`config.mk`:
```
export PLATFORM = sky130hd
export DESIGN_NAME = fifo_wr_arbiter_flat
export DESIGN_NICKNAME = d
export VERILOG_FILES = /design/src/rtl/fifo_wr_arbiter_pkg.sv /design/src/rtl/fifo_wr_arbiter_if.sv /design/src/rtl/fifo_wr_arbiter_gray2bin.sv /design/src/rtl/fifo_wr_arbiter.sv /design/src/flat_wrapper.sv
export SDC_FILE = /design/constraint.sdc
export NUM_CORES = 1
export LEC_CHECK = 0
export CAP_MARGIN = 30
export CORE_MARGIN = 5
export CORE_UTILIZATION = 27
export CTS_CLUSTER_SIZE = 20
export DETAILED_ROUTE_END_ITERATION = 12
export PLACE_DENSITY = 0.84
export SYNTH_ARGS = -nofsm -noshare
export SYNTH_HDL_FRONTEND = slang
export SYNTH_SLANG_ARGS = --single-unit
export TNS_END_PERCENT = 50
```
`constraint.sdc`:
```
create_clock -name wclk -period 3.2 [get_ports wclk]
set_input_delay 0.64 -clock wclk [delete_from_list [all_inputs] [get_ports wclk]]
set_output_delay 0.64 -clock wclk [all_outputs]
set_load 0.01 [all_outputs]
```
`src/rtl/fifo_wr_arbiter_pkg.sv`:
```
// Shared types, default parameters and the round-robin pick helper for the FIFO write arbiter.
package fifo_wr_arb_pkg;

  typedef enum logic {ARB_IDLE, ARB_BURST} arb_state_e;

  localparam int NREQ_DEF      = 4;
  localparam int DW_DEF        = 32;
  localparam int PTR_W_DEF     = 8;
  localparam int MAX_BURST_DEF = 16;

  // First requester at or after rr_ptr, wrapping modulo n (n up to 8). Scanning from the
  // farthest offset down leaves the nearest hit as the result.
  function automatic logic [2:0] rr_pick(input logic [7:0] req, input logic [2:0] rr_ptr,
                                         input int n);
    logic [2:0] idx;
    rr_pick = rr_ptr;
    for (int i = 7; i >= 0; i--) begin
      if (i < n) begin
        idx = 3'((int'(rr_ptr) + i) % n);
        if (req[idx]) rr_pick = idx;
      end
    end
  endfunction

endpackage

```
`src/rtl/fifo_wr_arbiter_if.sv`:
```
// Requester/FIFO-side bundle of the write arbiter; master = environment, slave = arbiter.
interface fifo_wr_arbiter_if
  import fifo_wr_arb_pkg::*;
#(
  parameter int NREQ  = NREQ_DEF,
  parameter int DW    = DW_DEF,
  parameter int PTR_W = PTR_W_DEF
);
  logic [NREQ-1:0]         req;
  logic [NREQ-1:0]         last;
  logic [NREQ*DW-1:0]      data;
  logic [NREQ-1:0]         gnt;
  logic                    winc;
  logic [DW-1:0]           wdata;
  logic                    wfull;
  logic [PTR_W:0]          wq2_rptr;
  logic [PTR_W:0]          w_ptr;
  logic                    busy;
  logic [$clog2(NREQ)-1:0] owner;

  modport master (output req, last, data, wfull, wq2_rptr, w_ptr,
                  input  gnt, winc, wdata, busy, owner);
  modport slave  (input  req, last, data, wfull, wq2_rptr, w_ptr,
                  output gnt, winc, wdata, busy, owner);
endinterface

```
`src/rtl/fifo_wr_arbiter_gray2bin.sv`:
```
// Combinational Gray-to-binary converter for FIFO pointers.
module gray2bin #(
  parameter int W = 9
) (
  input  logic [W-1:0] gray,
  output logic [W-1:0] bin
);
  always_comb begin
    bin = '0;
    for (int i = 0; i < W; i++) bin[i] = ^(gray >> i);
  end
endmodule

```
`src/rtl/fifo_wr_arbiter.sv`:
```
// Round-robin burst arbiter sharing the async FIFO write port among NREQ requesters.
// Define FIFO_WR_ARB_SPACE_EN to hold off grants until a full MAX_BURST fits in the FIFO.
module fifo_wr_arbiter
  import fifo_wr_arb_pkg::*;
#(
  parameter int NREQ      = NREQ_DEF,
  parameter int DW        = DW_DEF,
  parameter int PTR_W     = PTR_W_DEF,
  parameter int MAX_BURST = MAX_BURST_DEF
) (
  input logic              wclk,
  input logic              wrst_n,
  fifo_wr_arbiter_if.slave bus
);
  localparam int OW = $clog2(NREQ);
  localparam int CW = $clog2(MAX_BURST + 1);

  arb_state_e    state;
  logic [OW-1:0] owner_q, rr_q, owner_nxt;
  logic [CW-1:0] cnt;
  logic [2:0]    pick;
  logic          beat, rel, space_ok;

`ifdef FIFO_WR_ARB_SPACE_EN
  localparam logic [PTR_W+1:0] DEPTH = (PTR_W+2)'(2 ** PTR_W);
  logic [PTR_W:0]   wbin, rbin, fill;
  logic [PTR_W+1:0] free;

  gray2bin #(.W(PTR_W + 1)) u_wbin (.gray(bus.w_ptr),    .bin(wbin));
  gray2bin #(.W(PTR_W + 1)) u_rbin (.gray(bus.wq2_rptr), .bin(rbin));

  // Pointer difference wraps naturally in PTR_W+1 bits.
  assign fill     = wbin - rbin;
  assign free     = DEPTH - {1'b0, fill};
  assign space_ok = free >= (PTR_W+2)'(MAX_BURST);
`else
  assign space_ok = 1'b1;
`endif

  assign pick      = rr_pick(8'(bus.req), 3'(rr_q), NREQ);
  assign beat      = (state == ARB_BURST) && bus.req[owner_q] && !bus.wfull;
  assign rel       = beat && (bus.last[owner_q] || cnt == CW'(MAX_BURST - 1));
  assign owner_nxt = (owner_q == OW'(NREQ - 1)) ? '0 : owner_q + 1'b1;

  always_comb begin
    bus.gnt          = '0;
    bus.gnt[owner_q] = beat;
  end

  assign bus.winc  = beat;
  assign bus.wdata = bus.data[owner_q*DW +: DW];
  assign bus.busy  = (state == ARB_BURST);
  assign bus.owner = owner_q;

  always_ff @(posedge wclk or negedge wrst_n) begin
    if (!wrst_n) begin
      state   <= ARB_IDLE;
      owner_q <= '0;
      rr_q    <= '0;
      cnt     <= '0;
    end else begin
      case (state)
        ARB_IDLE: if (|bus.req && space_ok) begin
          state   <= ARB_BURST;
          owner_q <= pick[OW-1:0];
          cnt     <= '0;
        end
        ARB_BURST: if (beat) begin
          cnt <= cnt + 1'b1;
          if (rel) begin
            state <= ARB_IDLE;
            rr_q  <= owner_nxt;
          end
        end
        default: state <= ARB_IDLE;
      endcase
    end
  end

  a_no_write_when_full: assert property (@(posedge wclk) disable iff (!wrst_n)
    !(bus.winc && bus.wfull));
  a_gnt_onehot: assert property (@(posedge wclk) disable iff (!wrst_n)
    $onehot0(bus.gnt) && (bus.winc == |bus.gnt));

endmodule
```
`src/flat_wrapper.sv`:
```
// flat-port wrapper written by rule: the top's interface ports become plain ports
module fifo_wr_arbiter_flat import fifo_wr_arb_pkg::*;
#(
  parameter int NREQ      = NREQ_DEF,
  parameter int DW        = DW_DEF,
  parameter int PTR_W     = PTR_W_DEF,
  parameter int MAX_BURST = MAX_BURST_DEF
)
  (wclk, wrst_n, bus_req, bus_last, bus_data, bus_wfull, bus_wq2_rptr, bus_w_ptr, bus_gnt, bus_winc, bus_wdata, bus_busy, bus_owner);
  fifo_wr_arbiter_if #(.NREQ(NREQ), .DW(DW), .PTR_W(PTR_W)) bus_i ();
  input logic wclk;
  input logic wrst_n;
  input wire logic [$bits(bus_i.req)-1:0] bus_req;
  input wire logic [$bits(bus_i.last)-1:0] bus_last;
  input wire logic [$bits(bus_i.data)-1:0] bus_data;
  input wire logic [$bits(bus_i.wfull)-1:0] bus_wfull;
  input wire logic [$bits(bus_i.wq2_rptr)-1:0] bus_wq2_rptr;
  input wire logic [$bits(bus_i.w_ptr)-1:0] bus_w_ptr;
  output wire logic [$bits(bus_i.gnt)-1:0] bus_gnt;
  output wire logic [$bits(bus_i.winc)-1:0] bus_winc;
  output wire logic [$bits(bus_i.wdata)-1:0] bus_wdata;
  output wire logic [$bits(bus_i.busy)-1:0] bus_busy;
  output wire logic [$bits(bus_i.owner)-1:0] bus_owner;
  assign bus_i.req = bus_req;
  assign bus_i.last = bus_last;
  assign bus_i.data = bus_data;
  assign bus_i.wfull = bus_wfull;
  assign bus_i.wq2_rptr = bus_wq2_rptr;
  assign bus_i.w_ptr = bus_w_ptr;
  assign bus_gnt = bus_i.gnt;
  assign bus_winc = bus_i.winc;
  assign bus_wdata = bus_i.wdata;
  assign bus_busy = bus_i.busy;
  assign bus_owner = bus_i.owner;
  fifo_wr_arbiter #(.NREQ(NREQ), .DW(DW), .PTR_W(PTR_W), .MAX_BURST(MAX_BURST)) u_core (.wclk(wclk), .wrst_n(wrst_n), .bus(bus_i));
endmodule
```
==> flow_summary.yaml, run 1 <==
outcome:
  outcome: "finished clean"
route:
  drtAntennaViolNets: 0
  dr_total_vias: 1789
  drcViolationCount: 0
  wl_per_cell_um: 20.82
  wirelength_mm: 7.601
  firstDrtPassIters: 4
  via_per_inst: 4.901
  drt_first_iter_violations: 75
sta:
  fin_crit_sh: 0.9490
  drv_slew: 0
  holdWs_ps: 472.7
  setup_viol: 0
  finalWorstSetupSlack_ps: 163.3
  period_minus_slack_ps: 3037
  fin_skew_ps: 2.475
  worst_pin_slew_ps: 791.6
  hold_viol_final: 0
  fmaxAchievable_mhz: 329.3
  setup_tns_ps: 0
  slew_headroom: 0.4665
  rsz0062_at_grt: "false"
place:
  gp_congestion: 0.8728
  preCtsSetupSlack_ps: 162.8
  dp.cells: 361
  port_buffers: 178
  dp_hpwl_mm: 6.634
floorplan:
  die-area_um2: 7021
  start_util: 0.2825
  placementRows: 26
  floorplan.core_area_um2: 5205
  ios: 197
  die-height_um: 83.79
  die_w_um: 83.79
pwr:
  p_sw_frac: 0.3659
  p_switching_mw: 0.7595
  peakVddDrop_mv: 0.4446
  intPower_mw: 1.316
  power_density_nw_per_um2: 605.6
  power_mw: 2.076
  leakage_nw: 1.295
  share_comb_of_total_power: 0.804
  seq_power_share: 0.122
  clock_power_share: 0.074
clock_network:
  clock_path_buffers: 2
  cts.sinks: 10
  clk_pin_slew_worst_paths_ps: 40
  cts_buffers: 3
  root_buffer: "clkbuf_8"
  clock_latency_ps: 230
  hold_buffers: 0
  htreeDepth: 1
  cts_tree: "yes"
  cts_setup_buffers: 0
  cts_resized: 0
setup_path:
  worst_r2r_path_depth: 5
  max_stage_delay_ps: 550
  crit_fanout: 10
  worst-path-buf-inv: 3
  crit_required_ps: 2560
  worst_path_max_delay_cell: "clkdlybuf4s50_1"
  cpMostUsedCell: "clkdlybuf4s50_1"
  arrival_ps: 2400
  startpoint_type: "input pin"
  r2r_slack_ps: 1290
  crit_chain: "clkdlybuf4s50_1, or3b_1, o22ai_2, buf_4, clkdlybuf4s50_1"
  endpoint: "bus_winc"
  cp.depth: 5
  cp-end-kind: "output pin"
  worstSetupPathType: "input pin to output pin"
  cp_top_family: "buffers and inverters"
  reg2reg_to: "u_core.rr_q[0]$_DFFE_PN0P_"
  worstSetupStartpoint: "bus_wfull"
  rr_startpoint: "u_core.cnt[0]$_DFFE_PN0P_"
synthesis:
  synthDistinctLibCells: 33
  syn_nets: 278
  yosysTopAreaCell: "mux4_2"
  synth_area_um2: 1470
  yosys_warnings: 0
  ys_seq_elements: 10
  ys_top_cells_by_area: "mux4_2 (49%), dfrtp_1 (17%), ha_1 (5.1%)"
  syn_area_per_cell_um2: 12.78
  syn_inst: 115
  yosysSeqAreaShare: 0.1702
  netlist.area_leader.share: 0.4902
cells_and_area:
  fill_cells: 427
  drive_above_1_share: 0.1729
  n_antenna_cell: 0
  nets: 459
  fin_cells: 365
  syn_to_final_growth_pct: 133.1
grt:
  grt_usage: 0.2059
  antenna_found_initial: 0
  grt_pass1_vias: 1941
  grt_pass1_wl_mm: 11.17
  grt.overflow.total: 0
  grt_start_max_net_pins: 26
worst_hold_path:
  hold_path.class: "flop to flop"
run:
  cap_violations: 0
worst min-delay path by stage:
stage	endpoint	start	cells past startpoint
2_1_floorplan	u_core.bus.busy$_DFF_PN0_	wrst_n	0
3_3_place_gp	u_core.cnt[3]$_DFFE_PN0P_	u_core.cnt[3]$_DFFE_PN0P_	1
3_5_place_dp	u_core.cnt[3]$_DFFE_PN0P_	u_core.cnt[3]$_DFFE_PN0P_	1
4_1_cts	u_core.cnt[3]$_DFFE_PN0P_	u_core.cnt[3]$_DFFE_PN0P_	1
5_1_grt	u_core.cnt[3]$_DFFE_PN0P_	u_core.cnt[3]$_DFFE_PN0P_	1
6_report	u_core.cnt[3]$_DFFE_PN0P_	u_core.cnt[3]$_DFFE_PN0P_	1
cell usage in the layout (no fill, tap or decap), types with 2 or more instances in the layout:
| cell | Yosys | routed |
|---|---|---|
| a21oi_1 | 5 | 5 |
| and2_1 | 4 | 4 |
| buf_12 | 0 | 2 |
| buf_4 | 2 | 5 |
| clkbuf_8 | 0 | 4 |
| clkdlybuf4s50_1 | 0 | 178 |
| dfrtp_1 | 10 | 9 |
| ha_1 | 6 | 6 |
| inv_1 | 5 | 5 |
| mux2_4 | 2 | 2 |
| mux2i_1 | 4 | 4 |
| mux4_2 | 32 | 32 |
| nand2_1 | 8 | 8 |
| nor2_1 | 5 | 5 |
| nor2b_1 | 2 | 2 |
| o21ai_1 | 4 | 4 |
| o22ai_1 | 2 | 2 |
metal layers:
metal  GRT usage  part of all wire  routed length, um  vias up
li1            -                 -                  -      833
met5           0                 0                  0        -
met2      0.4194              0.57               4363       82
met4     0.03070            0.0064                 49        0
met3     0.05133             0.063                482        6
met1      0.2109              0.36               2706      868
sequential cells by signal, summed over array words and instances (netlist names):
name / cells
u_core.bus.owner: 2
u_core.cnt: 5
u_core.rr_q: 2
u_core.bus.busy: 1
area by class of cell:
cell class                 instances  area [um^2]  share of cell area
inverter                           6        22.52            0.006572
sequential                        10        251.5             0.07338
timing repair buffer             185         1859              0.5425
tap                               70        87.58             0.02556
clock buffer                       4        55.05             0.01606
multi-input combinational         90         1151              0.3359
cell usage after synthesis:
cell type   n
o21ai_1     4
nand4_1     1
nor2b_1     2
nand2b_1    1
nor3b_1     1
nand3b_1    1
o311ai_2    1
o22ai_2     1
o21ai_0     1
and2_1      4
ha_1        6
a21oi_1     5
mux2_2      1
o41ai_2     1
buf_4       2
a21bo_1     1
or3b_1      1
inv_1       5
buf_2       4
nor2_1      5
mux2i_1     4
o22ai_1     2
and3_1      1
clkbuf_1    3
o211ai_1    1
inv_2       1
mux2_4      2
nor3_1      1
dfrtp_1    10
mux4_2     32
nand2_1     8
a211o_1     1
a31oi_1     1
per-stage QoR:
step,util,instance area [um^2]
2_1_floorplan,-,1470
3_3_place_gp,0.6478,3372
3_5_place_dp,0.6478,3372
4_1_cts,0.6584,3427
5_1_grt,0.6584,3427
6_report,0.6584,3427
cell families (layout without fill, tap and decap cells):
| group | count (synthesis) | after routing | share of synthesized area |
|---|---|---|---|
| flops | 10 | 10 | 0.1702 |
| fa+ha+maj | 6 | 6 | 0.05106 |
| mux | 39 | 39 | 0.5455 |
| simple gates | 26 | 26 | 0.09107 |
| compound gates | 19 | 19 | 0.09532 |
| buf+inv | 15 | 195 | 0.04680 |
worst register-to-register path, cell delays in order (launching register included):
cell and delay (ps):
dfrtp_1 400, ha_1 240, and3_1 190, ha_1 200, o311ai_2 420, mux2_4 340
power groups by stage:
stage          Combinational (mW)  Clock, mW  Sequential [mW]
2_1_floorplan               0.890          0            0.240
3_3_place_gp                 1.66          0            0.251
3_5_place_dp                 1.69          0            0.254
4_1_cts                      1.70      0.158            0.251
5_1_grt                      1.77      0.169            0.266
6_report                     1.67      0.154            0.252
Note: power is estimated with default switching activity, not from simulation.
==> run 2: changes to the inputs <==
GPL_TIMING_DRIVEN = 0   (was not set)
==> run 2 against run 1 <==
Via count grew 2.9%. Global-route usage grew 0.30 points. Design area shrank 0.47%. Maximum frequency shrank 2.8%. Worst setup slack lost 88 ps. Flip-flop and latch count is the same. Total power shrank 1.1%. Register-to-register slack lost 50 ps. Critical endpoint is now bus_gnt[2].
==> flow_summary.yaml, run 2 (synthesized netlist as in run 1, its figures left out) <==
outcome:
  outcome: "finished clean"
clock_network:
  htreeDepth: 1
  cts_buffers: 3
  clock_latency_ps: 230
  cts.sinks: 10
  cts_tree: "yes"
  clock_path_buffers: 2
  root_buffer: "clkbuf_8"
  clk_pin_slew_worst_paths_ps: 40
  hold_buffers: 0
pwr:
  power_mw: 2.053
  power_density_nw_per_um2: 602.0
  peakVddDrop_mv: 0.4650
  leakage_nw: 1.300
floorplan:
  die-area_um2: 7021
  die-height_um: 83.79
  ios: 197
  start_util: 0.2825
  placementRows: 26
  floorplan.core_area_um2: 5205
  die_w_um: 83.79
setup_path:
  worstSetupPathType: "input pin to output pin"
  crit_fanout: 10
  crit_required_ps: 2560
  arrival_ps: 2480
  startpoint_type: "input pin"
  cp-end-kind: "output pin"
route:
  drcViolationCount: 0
  wirelength_mm: 7.660
  drtAntennaViolNets: 0
  via_per_inst: 5.003
  firstDrtPassIters: 4
  dr_total_vias: 1841
  drt_first_iter_violations: 40
  wl_per_cell_um: 20.82
place:
  port_buffers: 178
  dp_hpwl_mm: 6.732
  dp.cells: 363
  preCtsSetupSlack_ps: -105.8
  gp_congestion: 0.9665
grt:
  grt_use_met2: 0.4114
  grt_start_max_net_pins: 11
  grt_usage: 0.2089
  grt_pass1_wl_mm: 11.44
  grt_pass1_vias: 1947
  busiest_layer: "met2"
  antenna_found_initial: 0
  grt_util_met1: 0.2168
  grt.overflow.total: 0
  grt_use_met3: 0.06417
run:
  cap_violations: 0
cells_and_area:
  nets: 463
  layout_common_cells: "clkdlybuf4s50_1 (176), mux4_2 (32), dfrtp_1 (10)"
  utilization: 0.6553
  fill_cells: 451
  syn_to_final_growth_pct: 132.0
  n_antenna_cell: 0
  largest-register: "u_core.cnt"
  drive_above_1_share: 0.1678
  mostFrequentLayoutCell: "clkdlybuf4s50_1"
  fin_cells: 368
  largest_reg_flops: 5
sta:
  drv_slew: 0
  worst_pin_slew_ps: 786.7
  fmaxAchievable_mhz: 320.1
  fin_crit_sh: 0.9763
  holdWs_ps: 477.7
  fin_skew_ps: 0.6174
  finalWorstSetupSlack_ps: 75.77
  period_minus_slack_ps: 3124
  setup_viol: 0
  slew_headroom: 0.4698
  hold_viol_final: 0
worst_hold_path:
  hold_path.class: "flop to flop"
## run 2: cell types whose count changed in the layout (fill, tap and decap cells not counted), moves of 2 or more
cell	previous run	this run
buf_2	0	3
clkbuf_1	0	3
buf_12	2	0
clkdlybuf4s50_1	178	176
## run 2: repair_timing
item	CTS	global route
gates resized for setup	4	1
setup endpoints to repair	4	4
buffers inserted	0	2
pin swaps	1	1
## run 2: metal layers
| layer | wire (um) | vias to the layer above | part of all wire |
|---|---|---|---|
| met4 | 102 | 0 | 0.013 |
| met3 | 590 | 8 | 0.077 |
| met2 | 4339 | 88 | 0.57 |
| li1 | - | 841 | - |
| met1 | 2627 | 904 | 0.34 |
| met5 | 0 | - | 0 |
## run 2: metrics by stage
step | TNS [ps] | cell area (um^2)
after floorplan | 0 | 1470
after global placement | -352.2 | 3339
after detailed placement | -374.9 | 3339
after CTS | 0 | 3393
after global routing | -0.005107 | 3411
final | 0 | 3411
## run 2: report_power, final
| group | switching (mW) | total, mW | internal [mW] |
|---|---|---|---|
| clock network | 0.0450 | 0.127 | 0.0820 |
| registers | 0.0661 | 0.250 | 0.184 |
| logic | 0.664 | 1.68 | 1.01 |
## run 2: path summary, 6_finish.rpt
path                                                 start                         endpoint  slack (ps)  cells after the start
min                              u_core.cnt[3]$_DFFE_PN0P_        u_core.cnt[3]$_DFFE_PN0P_         480                      1
min reg2reg                      u_core.cnt[3]$_DFFE_PN0P_        u_core.cnt[3]$_DFFE_PN0P_         480                      1
max in group asynchronous                           wrst_n        u_core.bus.busy$_DFF_PN0_        2160                      1
min in group asynchronous                           wrst_n  u_core.bus.owner[1]$_DFFE_PN0P_         730                      1
max                                              bus_wfull                       bus_gnt[2]          80                      6
max reg2reg                u_core.bus.owner[1]$_DFFE_PN0P_       u_core.rr_q[0]$_DFFE_PN0P_        1240                      6
## run 2: area by class of cell
class	count	area (um^2)	share of cell area
buffer	9	52.55	0.01541
multi-input combinational	90	1159	0.3397
timing repair buffer	180	1798	0.5271
clock buffer	3	41.29	0.01211
inverter	6	22.52	0.006603
sequential	10	250.2	0.07337
tap	70	87.58	0.02568
## run 2: worst max-delay path, cell delays in order
cell and delay, ps:
clkdlybuf4s50_1 410, or3b_1 400, o22ai_4 190, buf_6 160, and2_1 130, clkdlybuf4s50_1 550
==> run 3: changes to the inputs <==
HOLD_SLACK_MARGIN = 0.08   (was not set)
PLACE_DENSITY = not set   (was 0.84)
PLACE_DENSITY_LB_ADDON = 0.1   (was not set)
==> run 3 against run 2 <==
Clock skew hardly changed. Global-route usage increased by 0.82 points. Non-clock buffer count fell by 1. Largest cell class unchanged. Design area fell by 0.18%. Cell count is the same. Maximum frequency increased by 1.5%. Sequential power barely moved. Largest power group unchanged. Core utilization decreased by 0.12 points. Hold slack improved by 8.4 ps.
==> flow_summary.yaml, run 3 (synthesized netlist as in run 1, its figures left out) <==
outcome:
  outcome: "finished clean"
clock_network:
  hold_buffers: 0
  cts_buffers: 3
  clock_path_buffers: 2
  cts.sinks: 10
  clk_pin_slew_worst_paths_ps: 50
  clock_latency_ps: 240
  cts_tree: "yes"
  htreeDepth: 1
  root_buffer: "clkbuf_8"
sta:
  fmaxAchievable_mhz: 325.0
  drv_slew: 0
  fin_skew_ps: 0.6152
  setup_tns_ps: 0
  worst_pin_slew_ps: 828.8
  slew_headroom: 0.4414
  setup_viol: 0
  hold_viol_final: 0
  fin_crit_sh: 0.9616
  holdWs_ps: 486.1
  rsz0062_at_grt: "false"
  period_minus_slack_ps: 3077
pwr:
  peakVddDrop_mv: 0.3589
  power_density_nw_per_um2: 602.0
  leakage_nw: 1.291
  p_sw_frac: 0.3692
  intPower_mw: 1.293
  p_switching_mw: 0.7566
  clock_power_share: 0.078
  share_comb_of_total_power: 0.800
  power_mw: 2.049
  seq_power_share: 0.122
route:
  via_per_inst: 4.908
  drt_first_iter_violations: 63
  dr.max_layer_used: "met4"
  wirelength_mm: 7.690
  wl_met1_mm: 3.111
  dr_wl_met3_um: 599
  drcViolationCount: 0
  wl_per_cell_um: 20.90
  drtAntennaViolNets: 0
  firstDrtPassIters: 4
  dr_wl_met2_mm: 3.865
  dr_total_vias: 1806
setup_path:
  crit_fanout: 10
  cp_top_family: "buffers and inverters"
  worstSetupPathType: "input pin to output pin"
  rr_startpoint: "u_core.cnt[0]$_DFFE_PN0P_"
  startpoint_type: "input pin"
  max_stage_delay_ps: 610
  crit_chain: "clkdlybuf4s50_1, mux2i_1, o22ai_2, buf_4, and2_1, clkdlybuf4s50_1"
  worst-path-buf-inv: 3
  worst_r2r_path_depth: 5
  worst_path_max_delay_cell: "clkdlybuf4s50_1"
  crit_required_ps: 2560
  cpMostUsedCell: "clkdlybuf4s50_1"
  r2r_slack_ps: 1290
  reg2reg_to: "u_core.rr_q[1]$_DFFE_PN0P_"
  arrival_ps: 2440
  cp-end-kind: "output pin"
cells_and_area:
  final_cell_area_um2: 3405
  layout_common_cells: "clkdlybuf4s50_1 (178), mux4_2 (32), dfrtp_1 (10)"
  largest-register: "u_core.cnt"
  largest_reg_flops: 5
  syn_to_final_growth_pct: 131.6
  n_antenna_cell: 0
  mostFrequentLayoutCell: "clkdlybuf4s50_1"
  fin_cells: 368
  nets: 462
  drive_above_1_share: 0.1678
floorplan:
  floorplan.core_area_um2: 5205
  die-area_um2: 7021
  start_util: 0.2825
  placementRows: 26
  die-height_um: 83.79
  ios: 197
  die_w_um: 83.79
worst_hold_path:
  hold_end: "u_core.cnt[3]$_DFFE_PN0P_"
  hold_depth: 1
  hp-start: "u_core.cnt[3]$_DFFE_PN0P_"
  hold_path.class: "flop to flop"
place:
  dp.cells: 363
  placed_area_um2: 3339
  dp_hpwl_mm: 6.720
  gp_congestion: 0.8704
  port_buffers: 178
grt:
  antenna_found_initial: 0
  grt_pass1_vias: 1755
  grt_start_max_net_pins: 11
  grt_pass1_wl_mm: 11.72
  grt.overflow.total: 0
  grt_usage: 0.2171
run:
  cap_violations: 0
==> run 3: cell types whose count changed in the layout (fill, tap and decap cells not counted), sizes merged <==
cell and delta:
dlygate4sd2 -1, dlymetal6s2s -1, clkdlybuf4s50 +2, clkbuf +1, buf -1
==> run 3: through the flow <==
stage / worst slack, ps / util
final: 122.8 / 0.6541
after global routing: 2.270 / 0.6541
after CTS: 104.9 / 0.6541
after detailed placement: -100.9 / 0.6416
after global placement: -76.95 / 0.6416
after floorplan: 988.4 / -
==> run 3: per-layer routing <==
| metal | GRT usage | vias up |
|---|---|---|
| met3 | 0.04738 | 8 |
| met1 | 0.2802 | 864 |
| met4 | 0.04532 | 0 |
| met5 | 0 | - |
| met2 | 0.3731 | 93 |
| li1 | - | 841 |
==> run 3: worst max-delay path by stage <==
stage | startpoint | end | slack, ps | cells after the start
2_1_floorplan | bus_wfull | bus_gnt[0] | 990 | 4
3_3_place_gp | bus_req[3] | bus_gnt[3] | -80 | 6
3_5_place_dp | bus_req[3] | bus_gnt[3] | -100 | 6
4_1_cts | bus_req[3] | bus_gnt[3] | 100 | 6
5_1_grt | bus_req[3] | bus_gnt[3] | 2 | 6
6_report | bus_req[3] | bus_gnt[3] | 120 | 6
==> run 3: power by group through the flow <==
stage                     Clock (mW)  Combinational, mW  Sequential, mW
after floorplan                    0              0.890           0.240
after CTS                      0.165               1.66           0.249
after detailed placement           0               1.65           0.248
after global routing           0.172               1.76           0.264
final                          0.159               1.64           0.250
after global placement             0               1.64           0.247
==> run 3: worst register-to-register path: stages, from the launching register on <==
cell	delay (ps)
dfrtp_1	410
ha_1	240
and3_1	190
ha_1	200
o311ai_2	430
mux2_4	340
==> run 3: area by class of cell <==
type,instances,area (um^2)
flip-flops and latches,10,250.2
multi-input cells,90,1151
well taps,70,87.58
fillers,422,1800
plain buffers,9,48.80
repair buffers,179,1789
clock buffers,4,55.05
inverters,6,22.52
==> run 3: repair_timing <==
item,CTS,global route
setup endpoints to repair,4,0
gates resized for setup,1,0
setup buffers,1,0
